[config.mk]
export PLATFORM = sky130hd
export DESIGN_NAME = mux_lut_array
export DESIGN_NICKNAME = d
export VERILOG_FILES = /design/src/rtl/mux_lut_pkg.sv /design/src/rtl/mux_lut_array_mux_n1.sv /design/src/rtl/mux_lut_array.sv
export SDC_FILE = /design/constraint.sdc
export NUM_CORES = 1
export LEC_CHECK = 0
export CORE_MARGIN = 10
export CORE_UTILIZATION = 55
export CTS_BUF_LIST = sky130_fd_sc_hd__clkbuf_8
export DETAILED_ROUTE_END_ITERATION = 7
export DONT_BUFFER_PORTS = 1
export PLACE_DENSITY = 0.74
export SLEW_MARGIN = 20
export SYNTH_ARGS = -nofsm -noshare
export SYNTH_HDL_FRONTEND = slang
export SYNTH_SLANG_ARGS = --single-unit
[constraint.sdc]
create_clock -name clk -period 1.56 [get_ports clk]
set_input_delay 0.078 -clock clk [delete_from_list [all_inputs] [get_ports clk]]
set_output_delay 0.078 -clock clk [all_outputs]
set_load 0.02 [all_outputs]
[src/rtl/mux_lut_pkg.sv]
`default_nettype none
// ---------------------------------------------------------------------------
// Module      : mux_lut_pkg
// Description : Shared types, preset selector encodings and a preset
//               truth-table generator for the mux_lut_array block.
// Revision    : 1.0 - initial release
// ---------------------------------------------------------------------------
package mux_lut_pkg;

  typedef enum logic [1:0] {
    ST_IDLE = 2'd0,
    ST_HOLD = 2'd1,
    ST_LOAD = 2'd2
  } state_t;

  localparam logic [1:0] PRESET_AND = 2'b00;
  localparam logic [1:0] PRESET_OR  = 2'b01;
  localparam logic [1:0] PRESET_NOR = 2'b10;
  localparam logic [1:0] PRESET_XOR = 2'b11;

  // Widest lane table the generator can produce; callers keep the low 2^K bits.
  localparam int MAX_K  = 8;
  localparam int MAX_TT = 1 << MAX_K;

  // Builds the 2^k-entry table of a preset; entries above 2^k are zero.
  function automatic logic [MAX_TT-1:0] preset_table(input logic [1:0] sel, input int k);
    logic [MAX_TT-1:0] tbl;
    logic [MAX_K-1:0]  idx;
    tbl = '0;
    for (int i = 0; i < MAX_TT; i++) begin
      idx = MAX_K'(i);
      if (i < (1 << k)) begin
        case (sel)
          PRESET_AND: tbl[i] = (i == ((1 << k) - 1));
          PRESET_OR:  tbl[i] = (i != 0);
          PRESET_NOR: tbl[i] = (i == 0);
          default:    tbl[i] = ^idx;
        endcase
      end
    end
    return tbl;
  endfunction

endpackage
`default_nettype wire

[src/rtl/mux_lut_array_mux_n1.sv]
`default_nettype none
// ---------------------------------------------------------------------------
// Module      : mux_n1
// Description : Single-bit 2^K:1 multiplexer selecting one truth-table entry.
// Revision    : 1.0 - initial release
// ---------------------------------------------------------------------------
module mux_n1 #(
  parameter int K = 2
) (
  input  logic [(1<<K)-1:0] tbl,
  input  logic [K-1:0]      sel,
  output logic              y
);

  assign y = tbl[sel];

endmodule
`default_nettype wire

[src/rtl/mux_lut_array.sv]
`default_nettype none
// ---------------------------------------------------------------------------
// Module      : mux_lut_array
// Description : CH independent K-input LUT lanes with a shared truth table
//               loaded serially or from presets; one-deep valid/ready output.
// Revision    : 1.0 - initial release
// ---------------------------------------------------------------------------
module mux_lut_array
  import mux_lut_pkg::*;
#(
  parameter int K  = 2,
  parameter int CH = 4
) (
  input  logic            clk,
  input  logic            rst_n,
  input  logic            cfg_start,
  input  logic            cfg_valid,
  input  logic            cfg_bit,
  input  logic            preset_en,
  input  logic [1:0]      preset_sel,
  input  logic            in_valid,
  output logic            in_ready,
  input  logic [CH*K-1:0] in_data,
  output logic            out_valid,
  input  logic            out_ready,
  output logic [CH-1:0]   out_data,
  output logic            cfg_busy,
  output logic            cfg_done
);

  localparam int N   = 1 << K;
  localparam int TTW = CH * N;
  localparam int CW  = (TTW > 1) ? $clog2(TTW) : 1;
  localparam logic [CW-1:0] LAST_BIT = CW'(TTW - 1);
  localparam logic [N-1:0]  AND_LANE = N'(preset_table(PRESET_AND, K));

  state_t          state, next_state;
  logic [TTW-1:0]  tt;
  logic [CW-1:0]   cnt;
  logic [CH-1:0]   lane_res;
  logic [N-1:0]    preset_lane;
  logic            accept;
  logic            load_last;

  assign preset_lane = N'(preset_table(preset_sel, K));
  assign accept      = in_valid && in_ready;
  assign load_last   = (state == ST_LOAD) && cfg_valid && (cnt == LAST_BIT);
  assign out_valid   = (state == ST_HOLD);

  // One mux per lane, each looking at its own slice of the table.
  for (genvar c = 0; c < CH; c++) begin : g_lane
    mux_n1 #(.K(K)) u_mux (
      .tbl (tt[c*N +: N]),
      .sel (in_data[c*K +: K]),
      .y   (lane_res[c])
    );
  end

  // State register.
  always_ff @(posedge clk or negedge rst_n) begin
    if (!rst_n) state <= ST_IDLE;
    else        state <= next_state;
  end

  // Next-state logic; configuration requests only take effect in IDLE.
  always_comb begin
    next_state = state;
    case (state)
      ST_IDLE: begin
        if (cfg_start)   next_state = ST_LOAD;
        else if (accept) next_state = ST_HOLD;
      end
      ST_HOLD: begin
        if (out_ready && !accept) next_state = ST_IDLE;
      end
      ST_LOAD: begin
        if (load_last) next_state = ST_IDLE;
      end
      default: next_state = ST_IDLE;
    endcase
  end

  // Handshake and status outputs decoded from the state.
  always_comb begin
    in_ready = 1'b0;
    cfg_busy = 1'b0;
    case (state)
      ST_IDLE: in_ready = !cfg_start && !preset_en;
      ST_HOLD: in_ready = out_ready;
      ST_LOAD: cfg_busy = 1'b1;
      default: in_ready = 1'b0;
    endcase
  end

  // Truth table, load counter, result register and load-complete pulse.
  always_ff @(posedge clk or negedge rst_n) begin
    if (!rst_n) begin
      tt       <= {CH{AND_LANE}};
      cnt      <= '0;
      out_data <= '0;
      cfg_done <= 1'b0;
    end else begin
      cfg_done <= load_last;
      if (accept) out_data <= lane_res;
      if (state == ST_IDLE && cfg_start) begin
        cnt <= '0;
      end else if (state == ST_IDLE && preset_en) begin
        tt <= {CH{preset_lane}};
      end
      if (state == ST_LOAD && cfg_valid) begin
        tt[cnt] <= cfg_bit;
        if (cnt != LAST_BIT) cnt <= cnt + CW'(1);
      end
    end
  end

endmodule
`default_nettype wire

# == Word level (Yosys, flattened, before mapping) ==
# Cells that the tools add are included.
# totals
reg_bits,27
latch_bits,0
mem_bits_rw,0
romBits,0
in_bits,18
wordCells,64
memories,0
# classes
add_sub_neg,1
multipliers,0
n_div,0
order_cmp,6
n_eq_ne,9
shifts,0
mux,27
bitwise_logic,0
reduce_logical,16
# ops
operator,count
$mux 16,3
$bwmux 16,1
$lt 2x3->1 const B,4
$mux 4,3
$mux 1,9
$bmux 1 s2,4
$logic_and 1x1->1,8
$mux 2,4
$pmux 2 s3,1
$lt 4x5->1 const B,1
$add 4x1->4 const B,1
$demux 1 s4,1
$eq 2x1->1 const B,2
$eq 2x2->1 const B,2
$eq 4x4->1 const B,1
$ge 4x1->1 const B,1
$logic_not 2->1,2
$ne 4x4->1 const B,1
$reduce_or 2->1,2
$logic_not 1->1,3
$ne 3x3->1 const B,1
$reduce_and 3->1,1
$ne 2x1->1 const B,1
$ne 2x2->1 const B,1
$pmux 1 s2,1

# == Logic depth before layout (Yosys ltp) ==
# Gate-level depths: netlist of the first run.
# depth
ltp_word,8
mapped_depth,5
mapped_depth_nobuf,5

# == Modules after synthesis ==
# Synthesis of the first run repeated with hierarchy kept, for this count alone.
# hier_totals
cells_unflattened,157
area_unflattened_um2,1647.8
# modules_own_cells
module,instances,cells_per_inst,area_per_inst_um2,seq_area_each_um2
mux_lut_array,1,153,1557.7,680.7
mux_n1,4,1,22.5,0.0

# == Least setup slack after synthesis of the first run ==
# OpenSTA, ideal clock, no wires.
# synth_path
path_kind,reg-to-reg
start,register state[0]
end,register tt[4]
setup_ns,0.081
arrival_ns,1.527
required_ns,1.479
path_slack_ns,-0.049
path_stages_with_launch,5
n_path_buf,1
synth_period_minus_slack_ns,1.609
path_cell_list,dfrtp_1 or4b_1 buf_2 or3_4 a31oi_2
# synth_via
elab_chain_len,6
elab_cells_between_ends,9
cone_classes,eq/ne (1); mux (4); reduce/logical (4)
# synth_lines
item,line,source
from (decl),mux_lut_array.sv:37,"state_t state, next_state;"
from (signal assigned),mux_lut_array.sv:62,else state <= next_state;
$logic_not 2->1,"mux_lut_array.sv:105, mux_lut_array.sv:107",
$logic_and 1x1->1,mux_lut_array.sv:107,end else if (state == ST_IDLE && preset_en) begin
$mux 16,mux_lut_array.sv:107,
$mux 16,mux_lut_array.sv:105,if (state == ST_IDLE && cfg_start) begin
$bwmux 16,mux_lut_array.sv:111,tt[cnt] <= cfg_bit;
$mux 16 *,mux_lut_array.sv:110,if (state == ST_LOAD && cfg_valid) begin
to (signal assigned),mux_lut_array.sv:98,tt <= {CH{AND_LANE}};
to (signal assigned),mux_lut_array.sv:108,tt <= {CH{preset_lane}};
"to (signal, indexed assignment)",mux_lut_array.sv:111,
to (decl),mux_lut_array.sv:38,logic [TTW-1:0] tt;
# Mark *: on every way between the ends. The rest lies on a longest branch, timed or not.
# A chain may end at the register's enable or synchronous reset.

# == Worst setup path in the final report of the first run ==
# layout_path
start,register cnt[1]
end,register tt[8]
# layout_via
elab_chain_len,6
elab_cells_between_ends,7
cone_classes,order compare (2); mux (4); reduce/logical (1)
# layout_lines
item,line,source
from (decl),mux_lut_array.sv:39,logic [CW-1:0] cnt;
from (signal assigned),mux_lut_array.sv:112,if (cnt != LAST_BIT) cnt <= cnt + CW'(1);
$lt 4x5->1 (not written as such) or $ge 4x1->1 (tied branches),mux_lut_array.sv:111,
$logic_and 1x1->1 (not written as such),mux_lut_array.sv:111,
$mux 1 (not written as such),mux_lut_array.sv:111,
$demux 1 s4 *,mux_lut_array.sv:111,
$bwmux 16 *,mux_lut_array.sv:111,
$mux 16 *,mux_lut_array.sv:110,
# Marks and branches as above.

==> reports/metrics.json, run 1 <==
{
  "cts.sink_count": 27,
  "vdd.ir_drop.worst_mv": 1.29,
  "postSynthNetCount": 175,
  "route.antenna.remaining_nets": 0,
  "yosysWarningCount": 0,
  "synth-seq-cells": 27,
  "ys_seq_area_share_pct": 43.7,
  "setup_ws_post_layout_ns": -0.0497,
  "total_die_area_mm2": 0.00536,
  "syn2layout_area_growth_pct": 26.6,
  "post-route-drc-count": 0,
  "post_synth_num_cell_types": 34,
  "synth_area_mm2": 0.00156,
  "grt_max_degree": 28,
  "fin_nets": 198,
  "worstPathArrival_ns": 1.78,
  "worstSetupPathType": "reg -> reg",
  "std_cell_rows": 19,
  "crit_path_start_kind": "flip-flop",
  "first_global_vias": 1305,
  "wl_per_cell_um": 19.7,
  "via_count": 1264,
  "clk_latency_ns": 0.28,
  "place.gp.congestion": 0.925,
  "drt-pass1-iter-count": 4,
  "final_area_mm2": 0.00197,
  "outcome": "finished, violations left",
  "die_y_um": 73.2,
  "final_layout_size_suffix_gt1_share_pct": 38.9,
  "power-per-cell-area_mw_per_mm2": 1660,
  "h_tree_levels": 1,
  "vias_per_cell": 6.14,
  "rsz0062_at_grt": "yes",
  "cap_violations": 0,
  "transition_at_the_pin_with_the_smallest_max_transition_slack_ns": 0.405,
  "final_antenna_diode_count": 0,
  "cp_cell_sequence": "inv_2 > ha_4 > nand4b_1 > buf_4 > nor3_1 > a31oi_1",
  "slowest_stage": "sky130_fd_sc_hd__dfrtp_1",
  "synthesis.instances": 153,
  "design.portCount": 26,
  "maxClockFrequency_ghz": 0.621,
  "drt_first_iter_violations": 127,
  "leakagePower_nw": 0.818,
  "slew_viol_final": 0,
  "instances_no_fill": 206,
  "cell_total_after_placement": 195,
  "grt_first_pass_wirelength_um": 6200,
  "globalRoute.totalOverflow": 0,
  "placeableCoreArea_mm2": 0.00273,
  "timing.final.crit_share_pct": 103,
  "start_util_pct": 57.0,
  "slew_headroom_pct": 73.0,
  "hold_path_class": "in -> reg",
  "antenna_violations_before_repair": 0,
  "numPortBuffers": 0,
  "place_ws_ns": 0.00176,
  "clk_transition_reported_paths_ns": 0.09,
  "final_period_demand_of_the_worst_path_ns": 1.61,
  "report.final.setup_viol": 4,
  "slowest_delay_ns": 0.45,
  "avgSynthCellArea_um2": 10.2,
  "cts_tree": "done",
  "cpLargestDelayFamily": "simple AND/OR/NAND/NOR gates",
  "crit_path_max_fanout": 6,
  "timing.critical_path.to_type": "flip-flop",
  "failed_checks": "setup timing",
  "horizontal_extent_of_the_die_um": 73.2,
  "cts_buf_count": 3,
  "clk_root_buffer_cell": "sky130_fd_sc_hd__clkbuf_8",
  "detailedPlacementHpwl_um": 2800,
  "total_power_mw": 3.27,
  "cts-root-to-sink-buffers": 2,
  "routed_wirelength_um": 4050,
  "global_route.usage.total_pct": 14.8,
  "post_dp_cell_area_mm2": 0.00171,
  "hold_violations": 0,
  "critical_path_buf_inv_count": 2,
  "clock-skew-final_ns": 0.00247,
  "critPathRequiredTime_ns": 1.73
}
## through the flow
step                      hold WS [ns]  utilization [%]  setup TNS, ns
final                          0.00379             72.1         -0.126
after global routing          0.000493             72.1         -0.772
after CTS                      0.00239             66.8              0
after detailed placement        -0.217             62.4              0
after global placement          -0.217             62.4              0
after floorplan                 -0.218                -         -0.155
## flip-flops by register name (all words and copies together) (netlist names)
name / cells
state: 2
cfg_done: 1
tt: 16
out_data: 4
cnt: 4
## cell families (layout without fill, tap and decap cells)
kind of cell	count (synthesis)	after routing	synth area share [%]
AOI/OAI and AO/OA	20	20	8.51
xor gates and xnor gates	1	1	0.562
adders and majority gates	4	4	3.21
buffers and inverters	16	38	4.02
DFF	27	27	43.7
muxes	22	22	17.7
and+or+nand+nor	63	63	22.3
## cell usage after synthesis
cell type                   n  area [um2]
sky130_fd_sc_hd__dfrtp_1   23         576
sky130_fd_sc_hd__nand2_1   15        56.3
sky130_fd_sc_hd__mux2i_1   14         140
sky130_fd_sc_hd__a31oi_1   10        62.6
sky130_fd_sc_hd__inv_1      8        30.0
sky130_fd_sc_hd__nor2_1     8        30.0
sky130_fd_sc_hd__nor3_1     8        40.0
sky130_fd_sc_hd__or2_2      7        43.8
sky130_fd_sc_hd__clkbuf_1   6        22.5
sky130_fd_sc_hd__nand3_1    5        25.0
sky130_fd_sc_hd__dfstp_2    4         105
sky130_fd_sc_hd__ha_1       4        50.1
sky130_fd_sc_hd__mux2_2     4        45.0
sky130_fd_sc_hd__mux4_2     4        90.1
sky130_fd_sc_hd__nand2b_1   4        25.0
sky130_fd_sc_hd__nand4b_1   4        35.0
sky130_fd_sc_hd__o21ai_0    4        20.0
sky130_fd_sc_hd__nor4_1     3        18.8
sky130_fd_sc_hd__buf_2      2        10.0
sky130_fd_sc_hd__nor2b_1    2        12.5
sky130_fd_sc_hd__a211oi_1   1        7.51
sky130_fd_sc_hd__a21oi_1    1        5.00
sky130_fd_sc_hd__a31oi_2    1        12.5
sky130_fd_sc_hd__and2_1     1        6.26
sky130_fd_sc_hd__and3b_1    1        8.76
sky130_fd_sc_hd__nand3b_1   1        7.51
sky130_fd_sc_hd__nor4b_1    1        8.76
sky130_fd_sc_hd__o211ai_1   1        7.51
sky130_fd_sc_hd__o21bai_1   1        7.51
sky130_fd_sc_hd__o311a_1    1        10.0
sky130_fd_sc_hd__or3_4      1        11.3
sky130_fd_sc_hd__or3b_2     1        8.76
sky130_fd_sc_hd__or4b_1     1        10.0
sky130_fd_sc_hd__xnor2_1    1        8.76
## worst paths after layout
kind / start / end / slack, ns / cells past startpoint
min: preset_sel[0] / tt[5] / 0.004 / 2
max in group asynchronous: rst_n / tt[3] / 1.11 / 2
min reg2reg: tt[14] / tt[14] / 0.55 / 2
min in group asynchronous: rst_n / tt[6] / 0.22 / 2
max: cnt[1] / tt[8] / -0.05 / 6
max reg2reg: cnt[1] / tt[8] / -0.05 / 6
## report_power, final
group | internal [mW] | leakage (nW) | switching [mW]
sequential | 1.05 | 0.327 | 0.293
clock | 0.182 | 0.0217 | 0.234
combinational | 0.740 | 0.469 | 0.765
## metal layers
layer / GRT usage [%] / wire length (um) / share of wire, % / vias to the layer above
met1: 16.6 / 1690 / 42 / 640
li1: - / - / - / 589
met4: 5.27 / 71 / 1.8 / 0
met2: 25.1 / 2040 / 50 / 28
met3: 5.31 / 247 / 6.1 / 7
met5: 0 / 0 / 0 / -
## area by class of cell
cell class / count / area [um2]
sequential: 27 / 681
timing repair buffer: 26 / 224
inverter: 8 / 30.0
multi-input combinational: 110 / 950
clock buffer: 3 / 41.3
fill: 185 / 762
clock inverter: 1 / 7.51
tap: 31 / 38.8
## placed cells by master (no fill, tap or decap), types with 2 or more instances in the layout
| master | count |
|---|---|
| sky130_fd_sc_hd__mux2i_1 | 14 |
| sky130_fd_sc_hd__nand2b_1 | 4 |
| sky130_fd_sc_hd__nand2_1 | 14 |
| sky130_fd_sc_hd__dfstp_2 | 4 |
| sky130_fd_sc_hd__nor3_1 | 3 |
| sky130_fd_sc_hd__ha_2 | 2 |
| sky130_fd_sc_hd__nor3_4 | 2 |
| sky130_fd_sc_hd__dlygate4sd3_1 | 5 |
| sky130_fd_sc_hd__dfrtp_1 | 23 |
| sky130_fd_sc_hd__ha_4 | 2 |
| sky130_fd_sc_hd__a31oi_2 | 2 |
| sky130_fd_sc_hd__mux4_2 | 4 |
| sky130_fd_sc_hd__nand3_1 | 5 |
| sky130_fd_sc_hd__nor2b_1 | 2 |
| sky130_fd_sc_hd__buf_4 | 19 |
| sky130_fd_sc_hd__nor4_2 | 2 |
| sky130_fd_sc_hd__inv_2 | 2 |
| sky130_fd_sc_hd__a31oi_1 | 8 |
| sky130_fd_sc_hd__clkbuf_8 | 3 |
| sky130_fd_sc_hd__inv_1 | 6 |
| sky130_fd_sc_hd__nand4b_1 | 4 |
| sky130_fd_sc_hd__or2_4 | 6 |
| sky130_fd_sc_hd__nor2_2 | 3 |
| sky130_fd_sc_hd__nor3_2 | 3 |
| sky130_fd_sc_hd__nor2_1 | 5 |
| sky130_fd_sc_hd__o21ai_0 | 4 |
| sky130_fd_sc_hd__mux2_2 | 4 |
## what timing repair did
item | CTS | global route
setup buffers | 1 | 1
pin swaps | 1 | 11
hold endpoints to repair | 33 | 1
endpoints found under the setup margin | 3 | 18
gates resized for setup | 3 | 29
hold buffers | 5 | 1
No activity file was read; power rests on OpenSTA's default activity.
==> run 2: changes to the inputs <==
--- a/config.mk
+++ b/config.mk
@@ -10,7 +10,7 @@
 export CTS_BUF_LIST = sky130_fd_sc_hd__clkbuf_8
 export DETAILED_ROUTE_END_ITERATION = 7
 export DONT_BUFFER_PORTS = 1
-export PLACE_DENSITY = 0.74
+export PLACE_DENSITY = 0.71
 export SLEW_MARGIN = 20
 export SYNTH_ARGS = -nofsm -noshare
 export SYNTH_HDL_FRONTEND = slang
==> constraint.sdc (replaced) <==
create_clock -name clk -period 1.85 [get_ports clk]
set_input_delay 0.37 -clock clk [delete_from_list [all_inputs] [get_ports clk]]
set_output_delay 0.37 -clock clk [all_outputs]
set_load 0.02 [all_outputs]
==> run 2 against run 1 <==
The run now ends clean. Worst hold slack improved by 0.23 ns. Non-clock buffer count decreased by 18. Sequential share of layout area increased by 5.7 points. Critical path type is now reg -> out. Total power decreased by 26%. Register-to-register slack improved by 0.27 ns. Clock power decreased by 18%. Clock-buffer cell count unchanged. Flip-flop and latch count unchanged. Largest power group is now registers. Combinational power decreased by 39%. Die area unchanged. Critical path depth decreased by 2. Global-route usage decreased by 2.5 points.
==> reports/metrics.json, run 2 (synthesized netlist as in run 1, its figures left out) <==
{
  "highest-signal-layer": "met4",
  "design.portCount": {"value": 26, "change": "unchanged"},
  "rsz0062_at_grt": "no",
  "slew_headroom": {"value": 72.4, "unit": "%", "change": "-0.52 points"},
  "largestRegisters": "tt: 16 flops, cnt: 4 flops, out_data: 4 flops",
  "final_period_demand_of_the_worst_path_ns": 1.73,
  "timing.critical_path.to_type": "output port",
  "h_tree_levels": {"value": 1, "change": "unchanged"},
  "layout.cells.most_common": "sky130_fd_sc_hd__dfrtp_1",
  "internal_power": {"value": 1.49, "unit": "mW", "change": "-25%"},
  "cap_violations": {"value": 0, "change": "unchanged"},
  "crit_path_start_kind": "flip-flop",
  "placeableCoreArea": {"value": 0.00273, "unit": "mm2", "change": "unchanged"},
  "slew_viol_final": {"value": 0, "change": "unchanged"},
  "cts_buf_count": {"value": 3, "change": "unchanged"},
  "largest-register": "tt",
  "std_cell_rows": {"value": 19, "change": "unchanged"},
  "met3_wirelength": {"value": 199, "unit": "um", "change": "-19%"},
  "cell_total_after_placement": {"value": 182, "change": "-6.7%"},
  "clk_root_buffer_cell": "sky130_fd_sc_hd__clkbuf_8",
  "pwr-share-comb": {"value": 38.1, "unit": "%", "change": "-7.9 points"},
  "instances_no_fill": {"value": 188, "change": "-8.7%"},
  "final_layout_size_suffix_gt1_share": {"value": 22.9, "unit": "%", "change": "-16 points"},
  "rr_startpoint": "state[1]",
  "switching_share": {"value": 38.6, "unit": "%", "change": "-0.94 points"},
  "clock-skew-final": {"value": 0.00806, "unit": "ns", "change": "+0.00559 ns"},
  "crit_path_max_fanout": {"value": 9, "change": "+3"},
  "whs_endpoint": "state[0]",
  "critPathRequiredTime": {"value": 1.48, "unit": "ns", "change": "-0.25 ns"},
  "tns": {"value": 0, "unit": "ns", "change": "+0.126 ns"},
  "leakagePower": {"value": 0.711, "unit": "nW", "change": "-13%"},
  "place_ws": {"value": 0.231, "unit": "ns", "change": "+0.229 ns"},
  "maxClockFrequency_ghz": 0.577,
  "reg2reg_setup_slack": {"value": 0.22, "unit": "ns", "change": "+0.27 ns"},
  "global_route.usage.total": {"value": 12.3, "unit": "%", "change": "-2.5 points"},
  "routed_wirelength": {"value": 3320, "unit": "um", "change": "-18%"},
  "switching_component_of_the_power": {"value": 0.935, "unit": "mW", "change": "-28%"},
  "drt-pass1-iter-count": {"value": 5, "change": "+1"},
  "worstReg2RegEnd": "tt[7]",
  "cts-root-to-sink-buffers": {"value": 2, "change": "unchanged"},
  "setup_ws_post_layout": {"value": 0.117, "unit": "ns", "change": "+0.166 ns"},
  "place.gp.congestion": {"value": 0.827, "change": "-11%"},
  "clk_latency": {"value": 0.27, "unit": "ns", "change": "about the same"},
  "post-cts-setup-buffer-count": {"value": 0, "change": "-1"},
  "cts_tree": "done",
  "power.clock.fraction": {"value": 14.1, "unit": "%", "change": "+1.4 points"},
  "drt_first_iter_violations": {"value": 57, "change": "-55%"},
  "grt_max_degree": {"value": 28, "change": "unchanged"},
  "die_y": {"value": 73.2, "unit": "um", "change": "unchanged"},
  "outcome": "complete, no violations",
  "grt_first_pass_wirelength": {"value": 5330, "unit": "um", "change": "-14%"},
  "wl_per_cell": {"value": 17.7, "unit": "um", "change": "-10%"},
  "route.antenna.remaining_nets": {"value": 0, "change": "unchanged"},
  "start_util": {"value": 57.0, "unit": "%", "change": "unchanged"},
  "vdd.ir_drop.worst": {"value": 0.861, "unit": "mV", "change": "-33%"},
  "total_die_area": {"value": 0.00536, "unit": "mm2", "change": "unchanged"},
  "globalRoute.totalOverflow": {"value": 0, "change": "unchanged"},
  "hold_path_startpoint": "in_valid",
  "cts.sink_count": {"value": 27, "change": "unchanged"},
  "area_occupied_by_registers": {"value": 682, "unit": "um2", "change": "+0.18%"},
  "share_seq_of_total_power": {"value": 47.8, "unit": "%", "change": "+6.6 points"},
  "multi_input_area": {"value": 822, "unit": "um2", "change": "-13%"},
  "power-per-cell-area": {"value": 1430, "unit": "mW/mm2", "change": "-14%"},
  "hold_violations": {"value": 0, "change": "unchanged"},
  "timing.final.crit_share_pct": 93.7,
  "vias_per_cell": {"value": 6.16, "change": "+0.47%"},
  "hold_path_class": "in -> reg",
  "layout_common_cells": "sky130_fd_sc_hd__dfrtp_1 (22), sky130_fd_sc_hd__nand2_1 (15), sky130_fd_sc_hd__mux2i_1 (14)",
  "post-route-drc-count": {"value": 0, "change": "unchanged"},
  "syn2layout_area_growth_pct": 8.92,
  "first_global_vias": {"value": 1060, "change": "-19%"},
  "antenna_violations_before_repair": {"value": 0, "change": "unchanged"},
  "via_count": {"value": 1159, "change": "-8.3%"},
  "report.final.setup_viol": {"value": 0, "change": "-4"},
  "numPortBuffers": {"value": 0, "change": "unchanged"},
  "detailedPlacementHpwl": {"value": 2530, "unit": "um", "change": "-9.5%"},
  "final_antenna_diode_count": {"value": 0, "change": "unchanged"},
  "met1_length": {"value": 1560, "unit": "um", "change": "-7.5%"},
  "dr_wl_met2": {"value": 1540, "unit": "um", "change": "-25%"},
  "rr_worst_depth": {"value": 3, "change": "-3"},
  "fillers": {"value": 217, "change": "+17%"},
  "transition_at_the_pin_with_the_smallest_max_transition_slack": {"value": 0.413, "unit": "ns", "change": "+0.00780 ns"},
  "horizontal_extent_of_the_die": {"value": 73.2, "unit": "um", "change": "unchanged"},
  "worstSetupPathType": "reg -> out",
  "worstPathArrival": {"value": 1.36, "unit": "ns", "change": "-0.42 ns"},
  "worst_hold_path.num_cells": {"value": 2, "change": "unchanged"},
  "clk_transition_reported_paths": {"value": 0.09, "unit": "ns", "change": "about the same"},
  "fin_nets": {"value": 180, "change": "-9.1%"},
  "largest_register_ff_count": {"value": 16, "change": "unchanged"}
}
==> run 2: cell types whose count changed in the layout (fill, tap and decap cells not counted), sizes merged <==
cell	before	now
buf	21	7
dlygate4sd3	5	1
==> run 2: area by class of cell <==
class / instances / area share (%)
clock buffers: 3 / 2.43
clock inverters: 1 / 0.442
inverters: 8 / 1.77
multi-input cells: 110 / 48.5
flip-flops and latches: 27 / 40.2
well taps: 31 / 2.29
repair buffers: 8 / 4.42
==> run 2: worst max path at each step <==
stage,from,end,slack [ns],depth (start not counted)
floorplan,cfg_start,tt[4],0.24,4
global placement,state[0],tt[8],0.26,3
detailed placement,state[1],tt[7],0.23,3
CTS,state[0],in_ready,0.06,4
global route,state[0],in_ready,0.04,4
finish,state[0],in_ready,0.12,4
==> run 2: power by group through the flow <==
stage | registers [mW] | clock network (mW) | logic [mW]
3_5_place_dp | 1.17 | 0 | 0.899
3_3_place_gp | 1.16 | 0 | 0.878
2_1_floorplan | 1.07 | 0 | 0.774
6_report | 1.16 | 0.341 | 0.923
5_1_grt | 1.21 | 0.373 | 1.02
4_1_cts | 1.16 | 0.347 | 0.923
==> run 2: what timing repair did <==
| action | in CTS | in global routing |
|---|---|---|
| gates resized for setup | 1 | 2 |
| pin swaps | 0 | 1 |
| gates cloned | 0 | 0 |
| endpoints found under the hold margin | 27 | 0 |
| hold buffers | 2 | 0 |
| setup endpoints to repair | 1 | 1 |
==> run 2: per-layer routing <==
layer | track usage [%] | vias to the layer above
li1 | - | 560
met2 | 18.6 | 27
met4 | 2.53 | 0
met5 | 0 | -
met3 | 3.95 | 4
met1 | 16.5 | 568
==> run 2: worst max-delay path, cell delays in order, from the launching register on <==
cell and delay [ns]:
sky130_fd_sc_hd__dfrtp_2 0.45, sky130_fd_sc_hd__buf_4 0.17, sky130_fd_sc_hd__nor3_2 0.16, sky130_fd_sc_hd__nor2_1 0.07
sky130_fd_sc_hd__nor2_2 0.24
==> run 2: stage by stage <==
| step | utilization (%) | total power [mW] | hold slack (ns) | instance area [um2] |
|---|---|---|---|---|
| after floorplan | - | 1.84 | 0.0744 | 1560 |
| after CTS | 61.8 | 2.43 | 0.232 | 1690 |
| after global routing | 62.1 | 2.60 | 0.227 | 1700 |
| after global placement | 58.9 | 2.03 | 0.0753 | 1610 |
| final | 62.1 | 2.42 | 0.230 | 1700 |
| after detailed placement | 58.9 | 2.07 | 0.0753 | 1610 |
